`src/rtl/vanilla_fetch_pc.sv`:
```
// Fetch / PC-generation stage: issues word-addressed imem reads, buffers returns in a
// 2-entry bypass queue for decode, and redirects/squashes on taken branch or JALR.
// Optional perf counters are built when VANILLA_FETCH_PERF_CNT_EN is defined.
module vanilla_fetch_pc #(
  parameter int imem_addr_width_p = 10,
  parameter int reset_pc_p        = 0
) (
  input  logic                         clk_i,
  input  logic                         reset_i,
  input  logic                         freeze_i,
  output logic                         imem_v_o,
  output logic [imem_addr_width_p-1:0] imem_addr_o,
  input  logic [31:0]                  imem_data_i,
  input  logic                         branch_v_i,
  input  logic                         jump_now_i,
  input  logic [imem_addr_width_p-1:0] branch_target_i,
  input  logic                         jalr_v_i,
  input  logic [imem_addr_width_p-1:0] jalr_addr_i,
  output logic                         instr_v_o,
  output logic [31:0]                  instr_o,
  output logic [31:0]                  pc_plus4_o,
`ifdef VANILLA_FETCH_PERF_CNT_EN
  output logic [31:0]                  fetch_cnt_o,
  output logic [31:0]                  squash_cnt_o,
`endif
  input  logic                         instr_yumi_i
);

  localparam int W = imem_addr_width_p;
  localparam logic [W-1:0] RESET_PC = W'(reset_pc_p);

  typedef enum logic {RUN = 1'b0, FROZEN = 1'b1} state_e;

  // Handshake: decode may raise instr_yumi_i only while instr_v_o=1; the head is
  // consumed on that edge unless a redirect is accepted in the same cycle.

  state_e          w_state;
  logic [W-1:0]    r_pc;
  logic [W-1:0]    r_inflight_pc;
  logic            r_inflight;
  logic            r_squash;
  logic [1:0]      r_count;
  logic [31:0]     r_fifo_instr [2];
  logic [W-1:0]    r_fifo_pc    [2];
  logic [31:0]     r_hold_instr;
  logic [31:0]     r_hold_pc4;

  logic            w_redirect;
  logic [W-1:0]    w_target;
  logic            w_ret;
  logic            w_head_v;
  logic            w_deq;
  logic            w_fifo_deq;
  logic            w_enq;
  logic            w_wr_idx;
  logic            w_issue;
  logic [2:0]      w_credit;
  logic [31:0]     w_head_instr;
  logic [W-1:0]    w_head_pc;
  logic [W-1:0]    w_head_pc_inc;
  logic [W+33:0]   w_pc4_wide;
  logic [31:0]     w_head_pc4;

  always_comb begin
    w_state = RUN;
    if (freeze_i) w_state = FROZEN;
  end

  assign w_redirect = jalr_v_i | (branch_v_i & jump_now_i);
  assign w_target   = jalr_v_i ? jalr_addr_i : branch_target_i;

  // A live return is presented to decode directly when the queue is empty.
  assign w_ret        = r_inflight & ~r_squash;
  assign w_head_v     = (r_count != 2'd0) | w_ret;
  assign w_head_instr = (r_count != 2'd0) ? r_fifo_instr[0] : imem_data_i;
  assign w_head_pc    = (r_count != 2'd0) ? r_fifo_pc[0]    : r_inflight_pc;

  assign instr_v_o  = w_head_v & ~reset_i;
  assign w_deq      = instr_yumi_i & instr_v_o & ~w_redirect;
  assign w_fifo_deq = w_deq & (r_count != 2'd0);
  assign w_enq      = w_ret & ~(w_deq & (r_count == 2'd0));
  assign w_wr_idx   = (r_count == 2'd2) | ((r_count == 2'd1) & ~w_fifo_deq);

  assign w_credit = {1'b0, r_count} + {2'b00, r_inflight} - {2'b00, w_deq};
  assign w_issue  = (w_state == RUN) & ~w_redirect & ~reset_i & (w_credit < 3'd2);

  assign imem_v_o    = w_issue;
  assign imem_addr_o = r_pc;

  assign w_head_pc_inc = w_head_pc + 1'b1;
  assign w_pc4_wide    = {32'b0, w_head_pc_inc, 2'b00};
  assign w_head_pc4    = w_pc4_wide[31:0];

  assign instr_o    = reset_i ? 32'b0 : (instr_v_o ? w_head_instr : r_hold_instr);
  assign pc_plus4_o = reset_i ? 32'b0 : (instr_v_o ? w_head_pc4   : r_hold_pc4);

  always_ff @(posedge clk_i) begin
    if (reset_i) begin
      r_pc          <= RESET_PC;
      r_inflight_pc <= '0;
      r_inflight    <= 1'b0;
      r_squash      <= 1'b0;
      r_count       <= 2'd0;
      r_hold_instr  <= 32'b0;
      r_hold_pc4    <= 32'b0;
    end else begin
      r_inflight <= w_issue;
      if (w_issue) r_inflight_pc <= r_pc;
      if (instr_v_o) begin
        r_hold_instr <= w_head_instr;
        r_hold_pc4   <= w_head_pc4;
      end
      if (w_redirect) begin
        r_pc     <= w_target;
        r_count  <= 2'd0;
        r_squash <= r_inflight;
      end else begin
        r_squash <= 1'b0;
        if (w_issue) r_pc <= r_pc + 1'b1;
        r_count <= r_count + {1'b0, w_enq} - {1'b0, w_fifo_deq};
      end
    end
  end

  // Queue storage needs no reset: r_count qualifies every entry.
  always_ff @(posedge clk_i) begin
    if (w_fifo_deq) begin
      r_fifo_instr[0] <= r_fifo_instr[1];
      r_fifo_pc[0]    <= r_fifo_pc[1];
    end
    if (w_enq) begin
      r_fifo_instr[w_wr_idx] <= imem_data_i;
      r_fifo_pc[w_wr_idx]    <= r_inflight_pc;
    end
  end

`ifdef VANILLA_FETCH_PERF_CNT_EN
  always_ff @(posedge clk_i) begin
    if (reset_i) begin
      fetch_cnt_o  <= 32'b0;
      squash_cnt_o <= 32'b0;
    end else begin
      if (w_issue) fetch_cnt_o <= fetch_cnt_o + 32'd1;
      if (w_redirect) squash_cnt_o <= squash_cnt_o + 32'(r_count) + 32'(w_ret);
    end
  end
`endif

endmodule

```
`config.mk`:
```
export PLATFORM = sky130hd
export DESIGN_NAME = vanilla_fetch_pc
export DESIGN_NICKNAME = d
export VERILOG_FILES = /design/src/rtl/vanilla_fetch_pc.sv
export SDC_FILE = /design/constraint.sdc
export NUM_CORES = 1
export LEC_CHECK = 0
export CORE_MARGIN = 2
export CORE_UTILIZATION = 46
export CTS_BUF_LIST = sky130_fd_sc_hd__clkbuf_8
export DETAILED_ROUTE_END_ITERATION = 10
export PLACE_DENSITY_LB_ADDON = 0.1
export SLEW_MARGIN = 10
export SYNTH_ARGS = -nofsm -noshare
export SYNTH_HDL_FRONTEND = slang
export SYNTH_SLANG_ARGS = --single-unit
```
`constraint.sdc`:
```
create_clock -name clk_i -period 5.7 [get_ports clk_i]
set_clock_uncertainty 0.2 [all_clocks]
set_input_delay 1.14 -clock clk_i [delete_from_list [all_inputs] [get_ports clk_i]]
set_output_delay 1.14 -clock clk_i [all_outputs]
set_load 0.05 [all_outputs]
```
# Word level (Yosys, flattened, before mapping)
# Memory sizes are Yosys's and may differ from the RTL's.
# Cells that the tools add are included.
[word_totals]
n_memories = 2
regBits = 88
ramBits = 84
elab_cells = 58
[op_classes]
n_reduce_logical = 5
n_bitwise = 21
n_lt_le_gt_ge = 1
n_addsub = 6
n_eq_ne = 2
mux = 14
[memory_table]
columns = ["memory", "depth", "width", "rd", "rd_ports_with_merged_regs", "wr", "line", "text"]
rows = [
  ["r_fifo_instr", 2, 32, 2, 0, 2, "43", "logic [31:0] r_fifo_instr [2];"],
  ["r_fifo_pc", 2, 10, 2, 0, 2, "44", "logic [W-1:0] r_fifo_pc [2];"],
]
[op_table]
columns = ["op", "n"]
rows = [
  ["$mux W32", 5],
  ["$mux W10", 4],
  ["$add A10 B1 Y10 const B", 2],
  ["$and A1 B1 Y1", 12],
  ["$not A1 Y1", 6],
  ["$mux W1", 5],
  ["$reduce_bool A2 Y1", 2],
  ["$reduce_or A2 Y1", 2],
  ["$add A2 B1 Y3", 1],
  ["$lt A3 B2 Y1 const B", 1],
  ["$or A1 B1 Y1", 3],
  ["$sub A3 B1 Y3", 1],
  ["$add A2 B1 Y2", 1],
  ["$eq A2 B1 Y1 const B", 1],
  ["$eq A2 B2 Y1 const B", 1],
  ["$logic_not A2 Y1", 1],
  ["$sub A2 B1 Y2", 1],
]

# Depth between registers and ports, before layout
[depth]
ltp_word = 11
mapped_depth = 17
ltp_nobuf = 13

# Least setup slack after synthesis
# No wires, ideal clock.
[synth_path]
path_kind = "input port to output port"
from = "in reset_i"
to = "out imem_v_o"
n_path_buf = 3
path_slack_ns = 0.239
arrival_time_ns = 4.121
cell_stages = 14
path_cell_list = "inv_1 -> clkbuf_1 -> nand2_1 -> inv_1 -> nand3_1 -> xnor2_1 -> nand2_1 -> fa_1 -> nor2b_1 -> and2_1 -> buf_2 -> nand3_1 -> buf_4 -> inv_1"
[synth_via]
elab_chain_len = 7
[synth_rtl]
columns = ["item", "line", "text"]
rows = [
  ["start, declared", "9", "input logic reset_i,"],
  ["$not A1 Y1", "78", "assign instr_v_o = w_head_v & ~reset_i;"],
  ["$and A1 B1 Y1", "78", ""],
  ["net instr_v_o", "19", "output logic instr_v_o,"],
  ["$and A1 B1 Y1 (2 in a row)", "79", "assign w_deq = instr_yumi_i & instr_v_o & ~w_redirect;"],
  ["$sub A3 B1 Y3", "84", "assign w_credit = {1'b0, r_count} + {2'b00, r_inflight} - {2'b00, w_deq};"],
  ["$lt A3 B2 Y1", "85", "assign w_issue = (w_state == RUN) & ~w_redirect & ~reset_i & (w_credit < 3'd2);"],
  ["$and A1 B1 Y1", "85", ""],
  ["end, declared", "11", "output logic imem_v_o,"],
]
# The timed path passes the listed nets, and every way through them passes these cells.

# Final worst setup path
[layout_path]
from = "reg r_count[1]"
to = "out pc_plus4_o[8]"
[layout_via]
elab_chain_len = 5
[layout_rtl]
columns = ["item", "line", "text"]
rows = [
  ["start, declared", "42", "logic [1:0] r_count;"],
  ["start signal, assigned", "120", "r_count <= r_count + {1'b0, w_enq} - {1'b0, w_fifo_deq};"],
  ["$reduce_bool A2 Y1 *", "74, 76", ""],
  ["$mux W10 or $or A1 B1 Y1 (tied branches)", "76, 74", ""],
  ["$add A10 B1 Y10 or $and A1 B1 Y1 (tied branches)", "90, 78", ""],
  ["$mux W32 * (2 in a row)", "-", ""],
  ["end, declared", "21", "output logic [31:0] pc_plus4_o,"],
]
# Mark *: on every way between the ends. The rest lies on a longest branch, timed or not.

==> key figures <==
Global routing
  – Largest net degree at the start of global routing: 68
  – Gr usage total: 19.8%
  – Vias in the first global route: 4775
  – Grt ovf: 0
  – First-pass GRT wire length: 25000 µm
  – Initial antenna violation count: 0

Power
  – Pleak: 3.39 nW
  – Pwr dens: 272 mW/mm²
  – VDD IR max: around 0.00019 V
  – Pwr Total: 2.43 mW

STA
  – Total negative slack: 0 ps
  – # setup viols final: 0
  – Actual slew at the worst max-slew pin: 979 ps
  – Fmax: 200 MHz
  – Period utilization: between 80 and 90%
  – Final Slew Violations: 0
  – Min Tclk post-route: 5000 ps
  – RSZ-0062 raised after global routing: false
  – Endpoints failing hold: 0
  – Setup ws final: 703 ps
  – Relative slew slack: 34.8%
  – Hold slack: 257 ps

Clocking
  – CTS Hold Bufs: 0
  – Num CTS Buffers: 17
  – Post-CTS Setup Bufs: 0
  – Clock slew at reported path FFs: about 80 ps
  – H-tree depth: 4
  – Clock Sinks: approximately 170
  – Post-cts sizing count: 0
  – Root buf cell: clkbuf_8
  – CTS max path bufs: 2
  – TritonCTS clock tree: built
  – Clock Latency Late Sink: 440 ps

Place
  – Count of input and output buffers: around 130
  – Place WS: 786 ps
  – DP Wirelength: 10200 µm
  – GPL Wtd Cong: 0.817

Final layout
  – Layout Utilization: 59.4%
  – Most common cell after layout, fill and taps aside: clkdlybuf4s50_1
  – Most frequent cells in the layout: clkdlybuf4s50_1, dfxtp_1, edfxtp_1
  – Layout area overhead: 27.5%
  – # diodes: 0
  – Fillers: roughly 1200
  – Share of post-route cells with drive strength above 1: 15.1%
  – Fin nets: 745

Logic synthesis
  – Synth area leaders: edfxtp_1, dfxtp_1, mux2_2, mux2i_1, a211oi_1
  – Largest area contributor in the netlist: edfxtp_1
  – Mapped cell area: 0.00700 mm²
  – Sequential fraction of the synthesis area: 61.2%
  – Flops & latches, synth: 172
  – Syn Inst Count: 549
  – Top_reg_cell synth: dfxtp_1
  – Yosys top cell area share: 36.0%
  – Mapped Avg Cell Area: 12.8 µm²
  – Ys async rst share: 0%
  – Post-synth EDFFs: 84
  – Syn Nets: roughly 610
  – Synth warn: 0
  – Netlist cell types: 52

Route
  – Vias: between 4000 and 5000
  – Post-DR vias/cell: 5.22
  – DR iter-0 viols: 238
  – Post-Route WL: 15400 µm
  – DR WL/cell: 17.5 µm
  – Post-route ant nets: 0
  – DR pass1 iterations: 4
  – DRC Markers: 0

Worst hold path
  – Hold Path Origin: r_hold_pc4[29]$_DFF_P_
  – HP Class: flip-flop to flip-flop

Floorplan
  – Initial Utilization: 46.6%
  – Core area: 0.0150 mm²
  – Die area: roughly 0.016 mm²
  – Die W: 127 µm
  – Num rows: 45
  – Num ports: 135
  – Die Y: 127 µm

Worst setup path
  – Worst-path maximum fanout: 19
  – Critical path arrival: 3660 ps
  – CP startpoint: r_count[1]$_SDFF_PP0_
  – CP Capture Type: primary output
  – Critical Path RT: 4360 ps
  – CP Launch Type: flip-flop
  – R2r startpoint: r_count[1]$_SDFF_PP0_
  – WS Path Type: flip-flop to primary output

Job
  – Max_cap viols: 0

Run status
  – Status: completed
==> stage by stage <==
stage                     instances  cell area (µm²)
after floorplan                 549             7000
after global placement          850             8540
after detailed placement        850             8540
after CTS                       882             8930
after global routing            882             8930
final                           882             8930
==> final timing paths <==
check / endpoint / slack, ps / cells after the start
max: pc_plus4_o[8] / 700 / 8
min: r_hold_pc4[29]$_DFF_P_ / 260 / 1
max reg2reg: imem_addr_o[2]$_SDFFE_PP0P_ / 1850 / 14
min reg2reg: r_hold_pc4[29]$_DFF_P_ / 260 / 1
==> layer usage <==
layer	routed length [µm]	GRT usage, %
met5	0	0
met2	7630	32.1
met1	7120	26.4
met4	79	6.59
met3	595	4.44
==> cell families after synthesis <==
kind of cell             after synthesis  synth area share [%]
AO/OA/AOI/OAI                         77                  7.97
XOR/XNOR                              20                  2.61
adder cells (fa/ha/maj)                5                  1.00
buffers and inverters                 40                  2.95
flip-flops                           172                  61.2
multiplexers                          93                  14.1
AND/OR/NAND/NOR                      142                  10.2
==> Yosys cell counts, types with 2 or more instances <==
cell and instances:
buf_2 12, buf_6 5, mux2i_1 48, or2_2 2
o21ai_0 12, nand2_1 19, nor2_1 56, and4_1 3
o211ai_1 3, edfxtp_1 84, and3_1 5, ha_1 4
a22o_1 6, nand3_1 10, nand4_1 3, inv_1 5
dfxtp_1 88, nor2b_1 3, nor3b_1 3, xor2_1 11
nor3_1 4, and2_1 25, nand4bb_1 2, clkbuf_1 16
a211oi_1 33, mux2_2 45, xnor2_1 8, a21oi_1 9
nand2b_1 2
==> state kept, by name, indices dropped and copies added, names as in the netlist <==
name / flops
r_inflight_pc: 10
r_squash: 1
imem_addr_o: 10
r_fifo_pc: 20
r_hold_instr: 32
r_fifo_instr: 64
r_inflight: 1
r_count: 2
r_hold_pc4: 32
==> final cells by class <==
type                       instances  area (µm²)  area share (%)
inverter                           5        18.8           0.210
clock buffer                      18         248            2.77
clock inverter                    14         145            1.63
multi-input combinational        337        2550            28.5
sequential                       172        4280            48.0
tap                              188         235            2.63
timing repair buffer             148        1450            16.3
==> report_power, final <==
part | total, mW | leakage, nW | switching (mW) | internal [mW]
clock network | 0.838 | 0.192 | 0.438 | 0.401
logic | 0.255 | 1.71 | 0.147 | 0.109
registers | 1.33 | 1.49 | 0.0175 | 1.32
total | 2.43 | 3.39 | 0.602 | 1.83
==> critical path: stages (launching register included) <==
cell             delay [ps]
dfxtp_1                 830
o21ai_0                 400
nand2_1                 200
ha_1                    210
o21ai_0                 150
nor3b_1                 250
xor2_1                  100
o21ai_0                 230
clkdlybuf4s50_1         860
Note: power is estimated with default switching activity, not from simulation.
